<file path="config.mk">
export PLATFORM = sky130hd
export DESIGN_NAME = sram_fifo_fwft_stage_flat
export DESIGN_NICKNAME = d
export VERILOG_FILES = /design/src/rtl/sram_fifo_fwft_stage_if.sv /design/src/rtl/sram_fifo_fwft_stage.sv /design/src/flat_wrapper.sv
export SDC_FILE = /design/constraint.sdc
export NUM_CORES = 1
export LEC_CHECK = 0
export ABC_AREA = 1
export CORE_ASPECT_RATIO = 1.5
export CORE_UTILIZATION = 25
export DETAILED_ROUTE_END_ITERATION = 8
export PLACE_DENSITY = 0.43
export SETUP_SLACK_MARGIN = 0.2
export SLEW_MARGIN = 0
export SYNTH_ARGS = -nofsm -noshare
export SYNTH_HDL_FRONTEND = slang
export SYNTH_SLANG_ARGS = --single-unit
</file>
<file path="constraint.sdc">
create_clock -name clk_i -period 5.5 [get_ports clk_i]
set_input_delay 1.1 -clock clk_i [delete_from_list [all_inputs] [get_ports clk_i]]
set_output_delay 1.1 -clock clk_i [all_outputs]
set_load 0.05 [all_outputs]
</file>
<file path="src/rtl/sram_fifo_fwft_stage_if.sv">
// Handshake bundle between the BRAM FIFO, the FWFT output stage and its consumer.
// The stage takes the slave view; the surrounding logic or bench takes the master view.
interface sram_fifo_fwft_stage_if #(
  parameter int DATA_WIDTH = 32
);
  logic                  flush_i;
  logic                  fifo_empty_i;
  logic [DATA_WIDTH-1:0] fifo_data_i;
  logic                  fifo_pop_o;
  logic [DATA_WIDTH-1:0] data_o;
  logic                  empty_o;
  logic                  pop_i;
  logic [1:0]            usage_o;
  logic                  underflow_o;

  modport slave (
    input  flush_i, fifo_empty_i, fifo_data_i, pop_i,
    output fifo_pop_o, data_o, empty_o, usage_o, underflow_o
  );

  modport master (
    output flush_i, fifo_empty_i, fifo_data_i, pop_i,
    input  fifo_pop_o, data_o, empty_o, usage_o, underflow_o
  );
endinterface

</file>
<file path="src/rtl/sram_fifo_fwft_stage.sv">
// First-word-fall-through stage that hides the one-cycle read latency of a BRAM FIFO
// by prefetching into a 2-entry register ring.
module sram_fifo_fwft_stage #(
  parameter int DATA_WIDTH = 32
) (
  input  logic                          clk_i,
  input  logic                          rst_ni,
  sram_fifo_fwft_stage_if.slave         bus
);

  logic [DATA_WIDTH-1:0] buf_q [2];
  logic                  rd_ptr_q, rd_ptr_d;
  logic                  wr_ptr_q, wr_ptr_d;
  logic [1:0]            count_q, count_d;
  logic                  inflight_q, inflight_d;
  logic                  underflow_q, underflow_d;

  logic                  deq;
  logic                  capture;
  logic                  fifo_pop;
  logic [1:0]            occ;
  logic [1:0]            occ_after_deq;

  always_comb begin
    deq           = bus.pop_i & (count_q != 2'd0) & ~bus.flush_i;
    capture       = inflight_q & ~bus.flush_i;
    occ           = count_q + {1'b0, inflight_q};
    occ_after_deq = occ - {1'b0, deq};
    // Gated by rst_ni so no read is requested while the stage is held in reset.
    fifo_pop      = rst_ni & ~bus.fifo_empty_i & ~bus.flush_i & (occ_after_deq < 2'd2);

    rd_ptr_d    = rd_ptr_q;
    wr_ptr_d    = wr_ptr_q;
    count_d     = count_q;
    inflight_d  = fifo_pop;
    underflow_d = underflow_q | (bus.pop_i & (count_q == 2'd0) & ~bus.flush_i);

    if (bus.flush_i) begin
      rd_ptr_d   = 1'b0;
      wr_ptr_d   = 1'b0;
      count_d    = 2'd0;
      inflight_d = 1'b0;
    end else begin
      if (capture) wr_ptr_d = ~wr_ptr_q;
      if (deq)     rd_ptr_d = ~rd_ptr_q;
      count_d = count_q + {1'b0, inflight_q} - {1'b0, deq};
    end
  end

  always_ff @(posedge clk_i or negedge rst_ni) begin
    if (!rst_ni) begin
      rd_ptr_q    <= 1'b0;
      wr_ptr_q    <= 1'b0;
      count_q     <= 2'd0;
      inflight_q  <= 1'b0;
      underflow_q <= 1'b0;
    end else begin
      rd_ptr_q    <= rd_ptr_d;
      wr_ptr_q    <= wr_ptr_d;
      count_q     <= count_d;
      inflight_q  <= inflight_d;
      underflow_q <= underflow_d;
    end
  end

  // Data ring carries no reset; validity is tracked by count_q alone.
  always_ff @(posedge clk_i) begin
    if (capture) buf_q[wr_ptr_q] <= bus.fifo_data_i;
  end

  assign bus.fifo_pop_o  = fifo_pop;
  assign bus.data_o      = buf_q[rd_ptr_q];
  assign bus.empty_o     = (count_q == 2'd0);
  assign bus.usage_o     = count_q;
  assign bus.underflow_o = underflow_q;

endmodule

</file>
<file path="src/flat_wrapper.sv">
// flat-port wrapper written by rule: the top's interface ports become plain ports
module sram_fifo_fwft_stage_flat 
#(
  parameter int DATA_WIDTH = 32
)
  (clk_i, rst_ni, bus_flush_i, bus_fifo_empty_i, bus_fifo_data_i, bus_pop_i, bus_fifo_pop_o, bus_data_o, bus_empty_o, bus_usage_o, bus_underflow_o);
  sram_fifo_fwft_stage_if #(.DATA_WIDTH(DATA_WIDTH)) bus_i ();
  input  logic clk_i;
  input  logic rst_ni;
  input wire logic [$bits(bus_i.flush_i)-1:0] bus_flush_i;
  input wire logic [$bits(bus_i.fifo_empty_i)-1:0] bus_fifo_empty_i;
  input wire logic [$bits(bus_i.fifo_data_i)-1:0] bus_fifo_data_i;
  input wire logic [$bits(bus_i.pop_i)-1:0] bus_pop_i;
  output wire logic [$bits(bus_i.fifo_pop_o)-1:0] bus_fifo_pop_o;
  output wire logic [$bits(bus_i.data_o)-1:0] bus_data_o;
  output wire logic [$bits(bus_i.empty_o)-1:0] bus_empty_o;
  output wire logic [$bits(bus_i.usage_o)-1:0] bus_usage_o;
  output wire logic [$bits(bus_i.underflow_o)-1:0] bus_underflow_o;
  assign bus_i.flush_i = bus_flush_i;
  assign bus_i.fifo_empty_i = bus_fifo_empty_i;
  assign bus_i.fifo_data_i = bus_fifo_data_i;
  assign bus_i.pop_i = bus_pop_i;
  assign bus_fifo_pop_o = bus_i.fifo_pop_o;
  assign bus_data_o = bus_i.data_o;
  assign bus_empty_o = bus_i.empty_o;
  assign bus_usage_o = bus_i.usage_o;
  assign bus_underflow_o = bus_i.underflow_o;
  sram_fifo_fwft_stage #(.DATA_WIDTH(DATA_WIDTH)) u_core (.clk_i(clk_i), .rst_ni(rst_ni), .bus(bus_i));
endmodule
</file>
-- Word-level counts from Yosys, hierarchy flattened
Memory sizes are Yosys's and may differ from the RTL's.
Index checks and enable logic that the tools add are counted.
- mux-type cells: 8
- $add $sub $neg: 2
- reductions and logical operators: 4
- bitwise operators: 13
- magnitude comparators: 1
- operators by type and width (kind ; count):
    AND 1 bit ; 8
    2-to-1 mux 1 bit ; 7
    nonzero test 2 bit ; 3
    NOT 1 bit ; 4
    adder 2 x 1 -> 2 bit ; 1
    zero test 2 bit ; 1
    less-than comparator 2 bit (second input constant) ; 1
    2-to-1 mux 2 bit ; 1
    subtractor 2 x 1 -> 2 bit ; 1
    OR 1 bit ; 1
- bits of input ports: 37
- RAM bits: 64
- memories: 1
- flip-flop bits (word level): 6
- output and inout port bits: 37
- logic and storage cells: 34
- memories (memory ; depth ; bits a word ; rd ports ; clocked after Yosys merged registers in ; wr ports ; RTL line ; source):
    u_core.buf_q ; 2 ; 32 ; 1 ; 0 ; 1 ; sram_fifo_fwft_stage.sv:11 ; logic [DATA_WIDTH-1:0] buf_q [2];

-- Longest topological paths before layout
- depth after elaboration: 7
- depth in mapped cells: 10
- depth with buffers taken out: 10

-- Least setup slack after synthesis
Ideal clock, no wire load.
- path type: flip-flop to output port
- start: register u_core.count_q[1] (netlist: u_core.bus.usage_o[1])
- end: output port bus_fifo_pop_o
- setup slack: 1749 ps
- stages on the path, launching flop included: 9
- data required time: 4400 ps
- arrival time: 2651 ps
- cell sequence: dfrtp_1 > nor2_2 > nor2_2 > ha_1 > inv_1 > ha_1 > inv_1 > nand2_2 > a21oi_1
- word-level cells in the longest chain between the ends: 6
- elaborated cells on any way between the ends: 7
- those cells by class: add/sub (2); order compare (1); bitwise (3); reduce/logical (1)
- ends and longest elaborated chain (element ; RTL line ; source):
    start, declared ; sram_fifo_fwft_stage.sv:14 ; logic [1:0] count_q, count_d;
    start signal, assigned ; sram_fifo_fwft_stage.sv:60 ; count_q <= count_d;
    nonzero test 2 bit ; sram_fifo_fwft_stage.sv:25 ; deq = bus.pop_i & (count_q != 2'd0) & ~bus.flush_i;
    AND 1 bit (2 in series) ; sram_fifo_fwft_stage.sv:25 ;
    subtractor 2 x 1 -> 2 bit * ; sram_fifo_fwft_stage.sv:28 ; occ_after_deq = occ - {1'b0, deq};
    less-than comparator 2 bit * ; sram_fifo_fwft_stage.sv:30 ; fifo_pop = rst_ni & ~bus.fifo_empty_i & ~bus.flush_i & (occ_after_deq < 2'd2);
    AND 1 bit * ; sram_fifo_fwft_stage.sv:30 ;
    end, declared ; flat_wrapper.sv:14 ; output wire logic [$bits(bus_i.fifo_pop_o)-1:0] bus_fifo_pop_o;
Mark *: on every way between the ends. The rest lies on a longest branch, timed or not.

-- Final worst setup path
- start: input port bus_flush_i
- end: output port bus_fifo_pop_o
- word-level cells in the longest chain between the ends: 5
- elaborated cells on any way between the ends: 6
- those cells by class: add/sub (1); order compare (1); bitwise (4)
- ends and longest elaborated chain (element ; RTL line ; source):
    start, declared ; flat_wrapper.sv:10 ; input wire logic [$bits(bus_i.flush_i)-1:0] bus_flush_i;
    NOT 1 bit * ; sram_fifo_fwft_stage.sv:25, sram_fifo_fwft_stage.sv:30 ;
    AND 1 bit ; sram_fifo_fwft_stage.sv:25 ;
    subtractor 2 x 1 -> 2 bit ; sram_fifo_fwft_stage.sv:28 ;
    less-than comparator 2 bit ; sram_fifo_fwft_stage.sv:30 ;
    AND 1 bit * ; sram_fifo_fwft_stage.sv:30 ;
Marks and branches as above.

==> summary.md <==
| Metric | Value |
|---|---|
| HP Class | reg -> reg |
| Period utilization | 0.827 |
| Tmin final | 4.55 ns |
| Worst-Margin Slew | 1.00 ns |
| RSZ-0062 raised after global routing | no |
| Vias/cell | 3.83 |
| Fillers | 1083 |
| Core Area | 10600 um^2 |
| Clock Latency Late Sink | 0.33 ns |
| Routability cong. | 0.724 |
| Fin. max-slew vios | 0 |
| Largest net degree at the start of global routing | 34 |
| Syn nets | 249 |
| Cell Rows | 46 |
| Maximum clock insertion buffer count | 2 |
| Register area share after synthesis | 0.761 |
| Total wire length | 5600 um |
| Layout area overhead | 42.0% |
| Synth Area in Adders | 0.00920 |
| Outcome | finished, final reports clean |
| GR Util All Layers | 0.109 |
| Critical Path Max Stage Delay | 0.82 ns |
| Largest family of logic cells by synthesized area | simple AND/OR/NAND/NOR gates |
| Static Leak | 0.00145 uW |
| Synthesis Warnings | 0 |
| Vias | 1672 |
| Clock sinks | 70 |
| Syn Inst Count | 210 |
| Clock transition at path regs | 0.05 ns |
| Critical-path top delay cell | clkdlybuf4s50_1 |
| Setup violators final | 0 |
| Synth cell types | 18 |
| Die Span X | 87.2 um |
| Gr ovfl total | 0 |
| H-tree Lvls | 3 |
| Reg2Reg Depth | 2 |
| Worst Setup EP | bus_fifo_pop_o |
| Clock skew | 0.00357 ns |
| Die Area | 11300 um^2 |
| Post-route ant nets | 0 |
| R2R Path End | u_core.buf_q[0][3] |
| CP bufs+invs | 5 |
| Post-Syn Area | 2720 um^2 |
| CTS tree | yes |
| Setup crit start kind | input port |
| Vias in the first global route | 1679 |
| Design area | 3860 um^2 |
| PortBufs | 73 |
| Crit path from | bus_flush_i |
| CP arrival | 3.45 ns |
| First-pass GRT wire length | 8590 um |
| DRC | 0 |
| Layout cells sized above 1 | 0.123 |
| Mean Syn Cell Area | 13.0 um^2 |
| Worst VDD drop | 0.000156 V |
| Die Height | 130 um |
| Mux share of post-synthesis cell area | 0 |
| Per-cell routed wire length | 12.8 um |
| Synth Area in XOR/XNOR | 0 |
| HPWL after DPL | 3470 um |
| Synth Area in Compound Gates | 0.00874 |
| Pwr dens | 360 nW/um^2 |
| Post_cts resized | 0 |
| Synth Area in Simple Gates | 0.179 |
| Reg2Reg Setup Slack | 3.76 ns |
| CP top delay family | buffers and inverters |
| ANT cells | 0 |
| Total CTS buffers | 9 |
| Worst Setup End Kind | primary output |
| Number of antenna violations at the first check in global routing | 0 |
| CTS root buf | clkbuf_16 |
| Worst R2R Start | u_core.inflight_q |
| Placed cell area | 3580 um^2 |
| First-pass DRT Iterations | 2 |
| Setup_tns | 0 ns |
| Crit-path max FO | 4 |
| First DRT Iteration DRCs | 69 |
| WP data required | 4.40 ns |
| #FFs+latches synth | 70 |
| Kind of critical path | in -> out |
| Area of the multi-input gates | 551 um^2 |
| Post-CTS Hold Buffers | 0 |
| # IOs | 74 |
| F_max | 220 MHz |
| Post CTS Setup Buffer Count | 0 |
| Final net count | 327 |
| WP depth | 11 |
| Starting Density | 0.257 |
| Cell Chain, Critical Path | clkdlybuf4s50_1 -> inv_2 -> nand2_1 -> nor2_2 -> ha_1 -> inv_1 -> ha_1 -> inv_1 -> nand2_2 -> a21oi_1 -> clkdlybuf4s50_1 |
| Max_cap viols | 0 |
| Register Area | 2070 um^2 |
| Final hold viol count | 0 |
| Slew HR | 0.331 |
==> final cells by class <==
cell class	count	area share
clock inverters	5	0.0133
inverters	10	0.0110
well taps	144	0.0466
multi-input cells	123	0.142
repair buffers	74	0.191
clock buffers	10	0.0593
flip-flops and latches	70	0.536
==> worst min-delay path by stage <==
| stage | start | to | slack (ns) | cells past startpoint |
|---|---|---|---|---|
| after global routing | u_core.bus.underflow_o | u_core.bus.underflow_o | 0.51 | 1 |
| after CTS | u_core.bus.underflow_o | u_core.bus.underflow_o | 0.50 | 1 |
| after global placement | u_core.bus.underflow_o | u_core.bus.underflow_o | 0.49 | 1 |
| after detailed placement | u_core.bus.underflow_o | u_core.bus.underflow_o | 0.48 | 1 |
| final | u_core.bus.underflow_o | u_core.bus.underflow_o | 0.49 | 1 |
| after floorplan | u_core.inflight_q | u_core.wr_ptr_q | 0.47 | 1 |
==> per-stage QoR <==
step | util | setup slack [ns] | hold slack (ns) | instances | total power [uW]
floorplan | - | 1.75 | 0.471 | 210 | 771
global placement | 0.338 | 0.949 | 0.492 | 421 | 864
global route | 0.365 | 0.790 | 0.513 | 436 | 1450
CTS | 0.365 | 0.932 | 0.497 | 436 | 1420
finish | 0.365 | 0.949 | 0.489 | 436 | 1390
detailed placement | 0.338 | 0.931 | 0.476 | 421 | 864
==> synthesized netlist by cell type (all sizes together) <==
| cell type | n | area [um^2] |
|---|---|---|
| ha | 2 | 25.0 |
| buf | 7 | 71.3 |
| inv | 10 | 42.6 |
| a21oi | 2 | 10.0 |
| o21bai | 1 | 7.51 |
| nand3 | 2 | 15.0 |
| nand2 | 108 | 438 |
| nor2 | 7 | 33.8 |
| edfxtp | 64 | 1920 |
| o22ai | 1 | 6.26 |
| dfrtp | 6 | 150 |
==> cells in the final DEF, fill, tap and decap left out, types with 2 or more instances in the layout <==
cell type / synthesis / final
nand2_1: 95 / 95
clkinv_2: 0 / 2
nor2_1: 4 / 2
clkdlybuf4s50_1: 0 / 73
nor2_2: 3 / 3
nor2_4: 0 / 2
edfxtp_1: 64 / 64
clkbuf_16: 0 / 9
nand2_2: 13 / 13
a21oi_1: 2 / 2
ha_1: 2 / 2
inv_2: 2 / 2
inv_1: 7 / 7
dfrtp_1: 6 / 6
==> per-layer routing <==
metal  vias up  part of all wire  global-route usage
li1        855                 -                   -
met1       763              0.38               0.108
met5         -                 0                   0
met2        42              0.55               0.190
met4         0             0.035              0.0839
met3        12             0.043              0.0329
==> sequential cells by signal, summed over array words and instances, names as in the netlist <==
| name | cells |
|---|---|
| u_core.inflight_q | 1 |
| u_core.buf_q | 64 |
| u_core.wr_ptr_q | 1 |
| u_core.bus.usage_o | 2 |
| u_core.bus.underflow_o | 1 |
| u_core.rd_ptr_q | 1 |
==> cells by family after synthesis <==
family                   count (synthesis)
AO/OA/AOI/OAI                            4
adder cells (fa/ha/maj)                  2
buffers and inverters                   17
flip-flops                              70
AND/OR/NAND/NOR                        117
==> power by group <==
| group | leakage, uW | internal, uW | switching (uW) | total, uW |
|---|---|---|---|---|
| clock network | 0.000136 | 345 | 198 | 543 |
| logic | 0.000660 | 85.3 | 160 | 245 |
| registers | 0.000655 | 592 | 11.4 | 604 |
Note: power is estimated with default switching activity, not from simulation.
